### src/rtl/spi_lcd_pkg.sv
// Shared command codes, decoder state type and pixel field widths for the
// SPI display-side receiver (spi_byte_rx, spi_lcd_rx).
`timescale 1ns/1ps
package spi_lcd_pkg;

    localparam logic [7:0] CMD_CASET = 8'h2A;
    localparam logic [7:0] CMD_RASET = 8'h2B;
    localparam logic [7:0] CMD_RAMWR = 8'h2C;

    localparam int R_W   = 5;
    localparam int G_W   = 6;
    localparam int B_W   = 5;
    localparam int PIX_W = R_W + G_W + B_W;

    typedef enum logic [2:0] {
        ST_IDLE,
        ST_CASET_P,
        ST_RASET_P,
        ST_RAMWR_HI,
        ST_RAMWR_LO
    } dec_state_t;

endpackage

### src/rtl/spi_byte_rx.sv
// Oversampling SPI mode-0 byte receiver: synchronizes sck/mosi/cs/dc,
// detects synced sck rising edges and assembles MSB-first bytes.
`timescale 1ns/1ps
module spi_byte_rx #(
    parameter int SYNC_STAGES = 2
) (
    input  logic       clk,
    input  logic       rst,
    input  logic       sck,
    input  logic       mosi,
    input  logic       cs,
    input  logic       dc,
    output logic       byte_valid,
    output logic [7:0] byte_data,
    output logic       byte_dc,
    output logic       cs_idle
);

    logic [SYNC_STAGES-1:0] sck_sync;
    logic [SYNC_STAGES-1:0] mosi_sync;
    logic [SYNC_STAGES-1:0] cs_sync;
    logic [SYNC_STAGES-1:0] dc_sync;
    logic                   sck_prev;
    logic [6:0]             shift;
    logic [2:0]             bit_cnt;

    logic sck_s, mosi_s, cs_s, dc_s, sck_rise;

    assign sck_s    = sck_sync[SYNC_STAGES-1];
    assign mosi_s   = mosi_sync[SYNC_STAGES-1];
    assign cs_s     = cs_sync[SYNC_STAGES-1];
    assign dc_s     = dc_sync[SYNC_STAGES-1];
    assign sck_rise = sck_s & ~sck_prev;
    assign cs_idle  = cs_s;

    always_ff @(posedge clk) begin
        if (rst) begin
            sck_sync   <= '0;
            mosi_sync  <= '0;
            cs_sync    <= '1;    // deselected until the pin says otherwise
            dc_sync    <= '0;
            sck_prev   <= 1'b0;
            shift      <= '0;
            bit_cnt    <= '0;
            byte_valid <= 1'b0;
            byte_data  <= '0;
            byte_dc    <= 1'b0;
        end else begin
            // NOTE: non-blocking assignments so every flop samples the pre-edge value of its neighbour.
            sck_sync   <= {sck_sync[SYNC_STAGES-2:0], sck};
            mosi_sync  <= {mosi_sync[SYNC_STAGES-2:0], mosi};
            cs_sync    <= {cs_sync[SYNC_STAGES-2:0], cs};
            dc_sync    <= {dc_sync[SYNC_STAGES-2:0], dc};
            sck_prev   <= sck_s;
            byte_valid <= 1'b0;

            if (cs_s) begin
                bit_cnt <= '0;
            end else if (sck_rise) begin
                shift   <= {shift[5:0], mosi_s};
                bit_cnt <= bit_cnt + 3'd1;
                if (bit_cnt == 3'd7) begin
                    byte_valid <= 1'b1;
                    byte_data  <= {shift, mosi_s};
                    byte_dc    <= dc_s;
                end
            end
        end
    end

endmodule

### src/rtl/spi_lcd_rx.sv
// SPI display-side receiver: decodes CASET/RASET/RAMWR into addressed RGB565
// pixel writes. Define FRAME_DONE_EN to add frame_done and pix_count outputs.
`timescale 1ns/1ps
module spi_lcd_rx
    import spi_lcd_pkg::*;
#(
    parameter int X_W         = 8,
    parameter int Y_W         = 8,
    parameter int SYNC_STAGES = 2
) (
    input  logic             clk,
    input  logic             rst,
    input  logic             spi_sck,
    input  logic             spi_mosi,
    input  logic             spi_cs,
    input  logic             spi_dc,
    output logic             cmd_valid,
    output logic [7:0]       cmd_code,
    output logic             pix_valid,
    output logic [X_W-1:0]   pix_x,
    output logic [Y_W-1:0]   pix_y,
    output logic [PIX_W-1:0] pix_data,
    output logic             protocol_err
`ifdef FRAME_DONE_EN
    ,
    output logic             frame_done,
    output logic [31:0]      pix_count
`endif
);

    logic       byte_valid, byte_dc, cs_idle;
    logic [7:0] byte_data;

    spi_byte_rx #(.SYNC_STAGES(SYNC_STAGES)) u_byte_rx (
        .clk        (clk),
        .rst        (rst),
        .sck        (spi_sck),
        .mosi       (spi_mosi),
        .cs         (spi_cs),
        .dc         (spi_dc),
        .byte_valid (byte_valid),
        .byte_data  (byte_data),
        .byte_dc    (byte_dc),
        .cs_idle    (cs_idle)
    );

    dec_state_t     state, state_nxt;
    logic [1:0]     idx, idx_nxt;
    logic [7:0]     p0, p1, p2, hi;
    logic [X_W-1:0] xs, xe, x;
    logic [Y_W-1:0] ys, ye, y;
    logic [X_W-1:0] cx_lo, cx_hi;
    logic [Y_W-1:0] cy_lo, cy_hi;

    logic cmd_fire, err_fire, pix_fire, par_fire, hi_fire, addr_load;
    logic caset_commit, raset_commit;

    // Truncation to the address width happens here, before the start > end test.
    assign cx_lo = X_W'({p0, p1});
    assign cx_hi = X_W'({p2, byte_data});
    assign cy_lo = Y_W'({p0, p1});
    assign cy_hi = Y_W'({p2, byte_data});

    always_ff @(posedge clk) begin
        if (rst) begin
            state <= ST_IDLE;
            idx   <= '0;
        end else begin
            state <= state_nxt;
            idx   <= idx_nxt;
        end
    end

    always_comb begin
        // NOTE: every output of this block gets a default first, so no path can infer a latch.
        state_nxt    = state;
        idx_nxt      = idx;
        cmd_fire     = 1'b0;
        err_fire     = 1'b0;
        pix_fire     = 1'b0;
        par_fire     = 1'b0;
        hi_fire      = 1'b0;
        addr_load    = 1'b0;
        caset_commit = 1'b0;
        raset_commit = 1'b0;

        if (byte_valid && !byte_dc) begin
            cmd_fire = 1'b1;
            idx_nxt  = '0;
            case (byte_data)
                CMD_CASET: state_nxt = ST_CASET_P;
                CMD_RASET: state_nxt = ST_RASET_P;
                CMD_RAMWR: begin
                    state_nxt = ST_RAMWR_HI;
                    addr_load = 1'b1;
                end
                default:   state_nxt = ST_IDLE;
            endcase
        end else if (byte_valid) begin
            case (state)
                ST_IDLE: err_fire = 1'b1;
                ST_CASET_P, ST_RASET_P: begin
                    if (idx == 2'd3) begin
                        state_nxt = ST_IDLE;
                        idx_nxt   = '0;
                        if (state == ST_CASET_P) begin
                            err_fire     = (cx_lo > cx_hi);
                            caset_commit = !(cx_lo > cx_hi);
                        end else begin
                            err_fire     = (cy_lo > cy_hi);
                            raset_commit = !(cy_lo > cy_hi);
                        end
                    end else begin
                        par_fire = 1'b1;
                        idx_nxt  = idx + 2'd1;
                    end
                end
                ST_RAMWR_HI: begin
                    hi_fire   = 1'b1;
                    state_nxt = ST_RAMWR_LO;
                end
                ST_RAMWR_LO: begin
                    pix_fire  = 1'b1;
                    state_nxt = ST_RAMWR_HI;
                end
                default: state_nxt = ST_IDLE;
            endcase
        end else if (cs_idle && state == ST_RAMWR_LO) begin
            // Deselect between the two pixel bytes drops the stored high byte.
            state_nxt = ST_RAMWR_HI;
        end
    end

    always_ff @(posedge clk) begin
        if (rst) begin
            cmd_valid    <= 1'b0;
            cmd_code     <= '0;
            pix_valid    <= 1'b0;
            pix_x        <= '0;
            pix_y        <= '0;
            pix_data     <= '0;
            protocol_err <= 1'b0;
            p0           <= '0;
            p1           <= '0;
            p2           <= '0;
            hi           <= '0;
            xs           <= '0;
            xe           <= '1;
            ys           <= '0;
            ye           <= '1;
            x            <= '0;
            y            <= '0;
        end else begin
            cmd_valid    <= cmd_fire;
            pix_valid    <= pix_fire;
            protocol_err <= err_fire;

            if (cmd_fire) cmd_code <= byte_data;
            if (hi_fire)  hi <= byte_data;

            if (par_fire) begin
                case (idx)
                    2'd0:    p0 <= byte_data;
                    2'd1:    p1 <= byte_data;
                    default: p2 <= byte_data;
                endcase
            end

            if (caset_commit) begin
                xs <= cx_lo;
                xe <= cx_hi;
            end
            if (raset_commit) begin
                ys <= cy_lo;
                ye <= cy_hi;
            end

            if (addr_load) begin
                x <= xs;
                y <= ys;
            end else if (pix_fire) begin
                pix_x    <= x;
                pix_y    <= y;
                pix_data <= {hi, byte_data};
                if (x < xe) begin
                    x <= x + X_W'(1);
                end else begin
                    x <= xs;
                    y <= (y < ye) ? y + Y_W'(1) : ys;
                end
            end
        end
    end

`ifdef FRAME_DONE_EN
    always_ff @(posedge clk) begin
        if (rst) begin
            frame_done <= 1'b0;
            pix_count  <= '0;
        end else begin
            frame_done <= pix_fire && (x == xe) && (y == ye);
            if (cmd_fire && byte_data == CMD_RAMWR) pix_count <= '0;
            else if (pix_fire)                      pix_count <= pix_count + 32'd1;
        end
    end
`endif

endmodule

### config.mk
export PLATFORM = sky130hd
export DESIGN_NAME = spi_lcd_rx
export DESIGN_NICKNAME = d
export VERILOG_FILES = /design/src/rtl/spi_lcd_pkg.sv /design/src/rtl/spi_byte_rx.sv /design/src/rtl/spi_lcd_rx.sv
export SDC_FILE = /design/constraint.sdc
export NUM_CORES = 1
export LEC_CHECK = 0
export CAP_MARGIN = 25
export CORE_UTILIZATION = 58
export DETAILED_ROUTE_END_ITERATION = 6
export PLACE_DENSITY = 0.88
export SKIP_LAST_GASP = 1
export SLEW_MARGIN = 15
export SYNTH_ARGS = -nofsm -noshare
export SYNTH_HDL_FRONTEND = slang
export SYNTH_SLANG_ARGS = --single-unit
### constraint.sdc
create_clock -name clk -period 2.57 [get_ports clk]
set_clock_uncertainty 0.05 [all_clocks]
set_input_delay 0.3855 -clock clk [delete_from_list [all_inputs] [get_ports clk]]
set_output_delay 0.3855 -clock clk [all_outputs]
set_load 0.005 [all_outputs]
Word-level counts from Yosys, hierarchy flattened
Cells that the tools add are included.
{"block": "totals", "inputBits": 6, "register_bits": 141}
{"block": "classes", "order_cmp": 3, "n_reduce_logical": 19, "n_bitwise": 6, "n_addsub": 4, "muxes": 40, "eq_ne": 13}
{"cell": "two-way mux 8 bit", "n": 7}
{"cell": "two-way mux 1 bit", "n": 25}
{"cell": "== test 8 x 6 -> 1 bit (second input constant)", "n": 3}
{"cell": "adder 8 x 1 -> 8 bit (second input constant)", "n": 2}
{"cell": "< comparator 8 bit", "n": 2}
{"cell": "two-way mux 3 bit", "n": 4}
{"cell": "one-hot mux 3 bit (4 select lines)", "n": 1}
{"cell": "AND reduction 2 bit", "n": 5}
{"cell": "greater-than comparator 8 bit", "n": 1}
{"cell": "== test 3 x 2 -> 1 bit (second input constant)", "n": 2}
{"cell": "== test 3 bit (second input constant)", "n": 2}
{"cell": "one-hot mux 2 bit (3 select lines)", "n": 1}
{"cell": "AND reduction 3 bit", "n": 2}
{"cell": "OR reduction 2 bit", "n": 3}
{"cell": "OR reduction 3 bit", "n": 2}
{"cell": "inverter 1 bit", "n": 5}
{"cell": "inequality test 4 bit (second input constant)", "n": 1}
{"cell": "adder 3 x 1 -> 3 bit (second input constant)", "n": 1}
{"cell": "== test 3 x 1 -> 1 bit (second input constant)", "n": 1}
{"cell": "zero test 3 bit", "n": 1}
{"cell": "inequality test 3 bit (second input constant)", "n": 1}
{"cell": "nonzero test 3 bit", "n": 1}
{"cell": "adder 2 x 1 -> 2 bit (second input constant)", "n": 1}
{"cell": "== test 2 x 1 -> 1 bit (second input constant)", "n": 1}
{"cell": "8 further kinds", "n": 10}

Logic depth before layout (Yosys ltp)
Gate-level depths: netlist of the first run.
{"block": "depth", "word_depth": 7, "ltp_mapped": 10, "mapped_depth_nobuf": 8}

By module
A second synthesis of the first run with hierarchy kept.
{"block": "unflattened", "hier_cells": 699, "area_unflattened_um2": 6090.8}
{"mod": "spi_lcd_rx", "area_per_inst_um2": 5099.9, "seq_area_each_um2": 2242.2, "n_inst": 1, "cells_each": 593}
{"mod": "spi_byte_rx", "area_per_inst_um2": 991.0, "seq_area_each_um2": 580.6, "n_inst": 1, "cells_each": 106}

Worst setup path before layout of the first run
No wires, ideal clock.
{"block": "synth_timing", "path_type": "reg2reg", "from": "register u_byte_rx.byte_data[1]", "to": "register xs[4]", "setup_slack_ps": 288, "required_ps": 2392, "n_path_buf": 2, "stages_incl_launch_ff": 11, "setup_ps": 128, "synth_period_minus_slack_ps": 2282, "arrival_ps": 2104, "path_cell_list": "dfxtp_1 buf_4 inv_1 ha_1 nor2b_1 o211ai_1 a21oi_1 nor4_4 buf_4 mux2i_1 nor2_1"}
{"block": "synth_between", "elab_chain_cells": 7}
{"item": "start: declaration", "line": "spi_byte_rx.sv:14", "rtl": "output logic [7:0] byte_data,"}
{"item": "start signal: assignment", "line": "spi_byte_rx.sv:64", "rtl": "byte_data <= {shift, mosi_s};"}
{"item": "greater-than comparator 8 bit", "line": "spi_lcd_rx.sv:108", "rtl": "caset_commit = !(cx_lo > cx_hi);"}
{"item": "zero test 1 bit", "line": "spi_lcd_rx.sv:108"}
{"item": "two-way mux 1 bit", "line": "spi_lcd_rx.sv:106", "rtl": "if (state == ST_CASET_P) begin"}
{"item": "two-way mux 1 bit", "line": "spi_lcd_rx.sv:103", "rtl": "if (idx == 2'd3) begin"}
{"item": "two-way mux 1 bit", "line": "spi_lcd_rx.sv:100", "rtl": "case (state)"}
{"item": "two-way mux 1 bit", "line": "spi_lcd_rx.sv:99", "rtl": "end else if (byte_valid) begin"}
{"item": "two-way mux 1 bit", "line": "spi_lcd_rx.sv:87", "rtl": "if (byte_valid && !byte_dc) begin"}
{"item": "end signal: assignment", "line": "spi_lcd_rx.sv:170", "rtl": "xs <= cx_lo;"}
{"item": "end: declaration", "line": "spi_lcd_rx.sv:50", "rtl": "logic [X_W-1:0] xs, xe, x;"}
No other way between the ends.
A chain may end at the register's enable or synchronous reset.

Final worst setup path of the first run
{"block": "layout_timing", "from": "register u_byte_rx.byte_data[6]", "to": "register xs[3]"}
Same word-level chain as after synthesis.

==> results_tabular.tex, run 1 <==
\begin{tabular}{lr}
\hline
Metric & Value \\
\hline
\multicolumn{2}{l}{\textbf{Status}} \\
\quad Status & finished clean \\
\multicolumn{2}{l}{\textbf{Setup path}} \\
\quad Arr. time, crit path & 2790 ps \\
\quad Critical path class & reg2reg \\
\quad Startpoint Class & flop \\
\quad Kind of end point of the critical path & flop \\
\quad CP Max Fanout & 24 \\
\quad Worst Path Required & 2890 ps \\
\multicolumn{2}{l}{\textbf{Drt}} \\
\quad Violation count after the first detailed-routing iteration & 363 \\
\quad 1st-pass router iterations & 6 \\
\quad Remaining antenna violation count & 0 \\
\quad Overall via count from detail\_route & 5069 \\
\quad Routed WL per cell & 16.50 um \\
\quad Remaining DRCs & 0 \\
\quad Via/cell ratio & 5.721 \\
\quad Wire length reported by the detailed router & 14620 um \\
\multicolumn{2}{l}{\textbf{Power}} \\
\quad Worst IR Drop VDD & 539.0 uV \\
\quad Internal power contribution & 3.460 mW \\
\quad Power Dens Cells & 623.1 nW/um\^{}2 \\
\quad Leakage power summed over all cells & 2.737 nW \\
\quad Net switching power & 1.065 mW \\
\quad Part of the power in registers & 0.486 \\
\quad Power share of the clock group & 0.499 \\
\quad Proportion of total power due to net switching & 0.2354 \\
\quad Fraction of power consumed by combinational cells & 0.015 \\
\multicolumn{2}{l}{\textbf{Timing}} \\
\quad Hold Worst Slack & 365.5 ps \\
\quad Slew Viols, Final & 0 \\
\quad Final setup fails & 0 \\
\quad Unrepaired setup endpoints after global routing & false \\
\quad Period Utilization, post-route & 0.9588 \\
\quad Max\_slew headroom & 0.4767 \\
\quad Final-report hold violation count & 0 \\
\quad Min Clock Period, post-route & 2464 ps \\
\quad Total Negative Setup Slacks & 0 ps \\
\quad Fmax achieved & 0.4058 GHz \\
\quad Least-Margin Pin Slew & 784.9 ps \\
\multicolumn{2}{l}{\textbf{Synth}} \\
\quad Post-synthesis instance total & 698 \\
\quad Number of synthesized register bits & 141 \\
\quad Share of synthesized flip-flops with an asynchronous set or reset & 0 \\
\quad Dominant cell type by area after synthesis & dfxtp\_1 \\
\quad Register area share after synthesis & 0.4652 \\
\quad Total nets after synthesis & 732 \\
\quad Mean Syn Cell Area & 8.694 sq um \\
\quad Most used DFF post-synth & dfxtp\_1 \\
\quad Top cells by area, synth & dfxtp\_1 47\%, mux2i\_1 8.2\%, nand2\_1 6.9\%, a21oi\_1 6.7\%, ha\_1 5.8\% \\
\quad Post-synthesis cell area & 6068 sq um \\
\quad Number of unique standard cell types used by synthesis & 52 \\
\quad Number of flops mapped to enable cells by yosys & 0 \\
\quad Yosys warning count & 0 \\
\quad Area fraction of the dominant cell type after synthesis & 0.4652 \\
\multicolumn{2}{l}{\textbf{Placed design}} \\
\quad Total half-perimeter wirelength after legalization and detailed placement & 9588 um \\
\quad Input/output buffers & 48 \\
\quad Routability Congestion & 0.8545 \\
\multicolumn{2}{l}{\textbf{Global routing}} \\
\quad Total global routing track utilization & 0.2792 \\
\quad Grt ovf & 0 \\
\quad Initial antenna violation count & 1 \\
\quad Via count of the first global-routing pass & 4955 \\
\quad Pin count of the biggest net entering global routing & 78 \\
\quad Wire length of the first global-routing pass & 24130 um \\
\multicolumn{2}{l}{\textbf{Floorplan}} \\
\quad Effective utilization at floorplan & 0.6096 \\
\quad Die footprint & 10880 sq um \\
\quad I/O pin count & 49 \\
\quad Chip Width & 104.3 um \\
\quad Row count & 36 \\
\quad Chip height & 104.3 um \\
\quad Core Footprint & 9955 sq um \\
\multicolumn{2}{l}{\textbf{CTS}} \\
\quad TritonCTS clock tree & yes \\
\quad CTS Buf Count & 17 \\
\quad Hold-fix buffers at CTS & 0 \\
\quad Clk sinks & 141 \\
\quad Clock transition time at the flip-flop clock pins of the worst setup and hold paths & 70 ps \\
\quad Clock insertion delay at the later pin of the skew report & 530 ps \\
\quad H-tree depth & 4 \\
\quad Root buffer cell & clkbuf\_8 \\
\quad Worst-case clock buffer depth & 2 \\
\multicolumn{2}{l}{\textbf{Cells and area}} \\
\quad Top library cells by usage in the layout, fill and taps aside & 139 x dfxtp\_1, 111 x nand2\_1, 80 x a21oi\_1, 79 x nor2\_1, 50 x mux2i\_1 \\
\quad Count of filler cells inserted in the layout & 649 \\
\quad Final core area utilization & 0.7296 \\
\quad Proportion of layout cells with a drive suffix above 1 & 0.1023 \\
\quad Area added between synthesis and finish & 19.69\% \\
\quad Most frequent standard cell in the layout excluding fill and tap cells & dfxtp\_1 \\
\quad Number of nets in the final layout & 774 \\
\quad Diodes inserted & 0 \\
\multicolumn{2}{l}{\textbf{Job}} \\
\quad Max cap viols & 0 \\
\multicolumn{2}{l}{\textbf{Min path}} \\
\quad Class of the most critical hold timing path & in2reg \\
\hline
\end{tabular}
## cells in the mapped netlist, drive strengths merged, types with 7 or more instances
library cell / number
dfxtp: 141
nand2: 111
a21oi: 82
nor2: 80
mux2i: 50
inv: 30
ha: 28
nor3: 28
clkbuf: 27
buf: 21
nor2b: 13
o21ai: 8
a211oi: 7
## layout make-up
class / instances / area (sq um) / area share
repair buffers: 71 / 688.2 / 0.09475
flip-flops and latches: 141 / 2825 / 0.3890
clock inverters: 14 / 127.6 / 0.01757
well taps: 133 / 166.4 / 0.02291
clock buffers: 18 / 427.9 / 0.05891
inverters: 30 / 112.6 / 0.01550
multi-input cells: 479 / 2915 / 0.4014
## sequential cells by signal, indices dropped and copies added, names as in the netlist, 3 cells and up
register,flops
cmd_code,8
pix_y,8
pix_data,16
ys,8
ye,8
pix_x,8
u_byte_rx.shift,7
xe,8
hi,8
cx_lo,8
xs,8
x,8
u_byte_rx.byte_data,8
y,8
state,3
u_byte_rx.bit_cnt,3
## cells by family after synthesis
group           after synthesis  synth area share
compound gates              120            0.1146
simple gates                272            0.2095
xor+xnor                      7           0.01010
buf+inv                      78           0.05691
mux                          51           0.08433
fa+ha+maj                    29           0.05938
flops                       141            0.4652
## timing repair
item	CTS	global route
gates resized for setup	1	4
cloned	0	0
pin swaps	0	1
endpoints found under the setup margin	1	14
setup buffers	0	2
## per-stage QoR
| stage | instance area, sq um | std cells | setup slack (ps) | power, mW |
|---|---|---|---|---|
| finish | 7263 | 886 | 106.0 | 4.526 |
| global route | 7263 | 886 | 28.63 | 4.668 |
| CTS | 7239 | 884 | 98.97 | 4.546 |
| detailed placement | 6680 | 852 | 69.27 | 2.313 |
| global placement | 6680 | 852 | 110.7 | 2.312 |
| floorplan | 6068 | 698 | 288.0 | 2.291 |
## power groups by stage
| stage | sequential (mW) | combinational (mW) | clock (mW) |
|---|---|---|---|
| 2_1_floorplan | 2.25 | 0.0457 | 0 |
| 3_3_place_gp | 2.25 | 0.0644 | 0 |
| 3_5_place_dp | 2.25 | 0.0659 | 0 |
| 4_1_cts | 2.20 | 0.0660 | 2.28 |
| 5_1_grt | 2.20 | 0.0729 | 2.40 |
| 6_report | 2.20 | 0.0669 | 2.26 |
## final timing paths
path / from / cells past startpoint / to / slack [ps]
setup / recovery: u_byte_rx.byte_data[6] / 8 / xs[3] / 110
hold reg to reg: u_byte_rx.dc_sync[0] / 1 / u_byte_rx.dc_sync[1] / 390
setup reg to reg: u_byte_rx.byte_data[6] / 8 / xs[3] / 110
hold / removal: spi_dc / 2 / u_byte_rx.dc_sync[0] / 370
## critical path: stages, from the launching register on
cell,delay [ps]
dfxtp_1,590
inv_1,100
ha_1,310
nand4_1,120
o21a_1,280
nor4_4,350
buf_12,210
mux2i_1,230
nor2_1,60
## layer usage
metal,vias up,GRT usage,part of all wire
li1,2450,-,-
met1,2411,0.3255,0.41
met2,166,0.4721,0.50
met3,42,0.06579,0.054
met4,0,0.1510,0.035
met5,-,0,0
No activity file was read; power rests on OpenSTA's default activity.
==> inputs of run 2 (changes only) <==
Settings changed: CTS_CLUSTER_DIAMETER set to 30.
==> results of run 2 <==
The final DEF is identical to that of run 1; final timing and power are the same.
==> inputs of run 3 (changes only) <==
Settings changed: CTS_CLUSTER_SIZE set to 24.
==> results of run 3 <==
The final DEF is identical to that of run 1; final timing and power are the same.
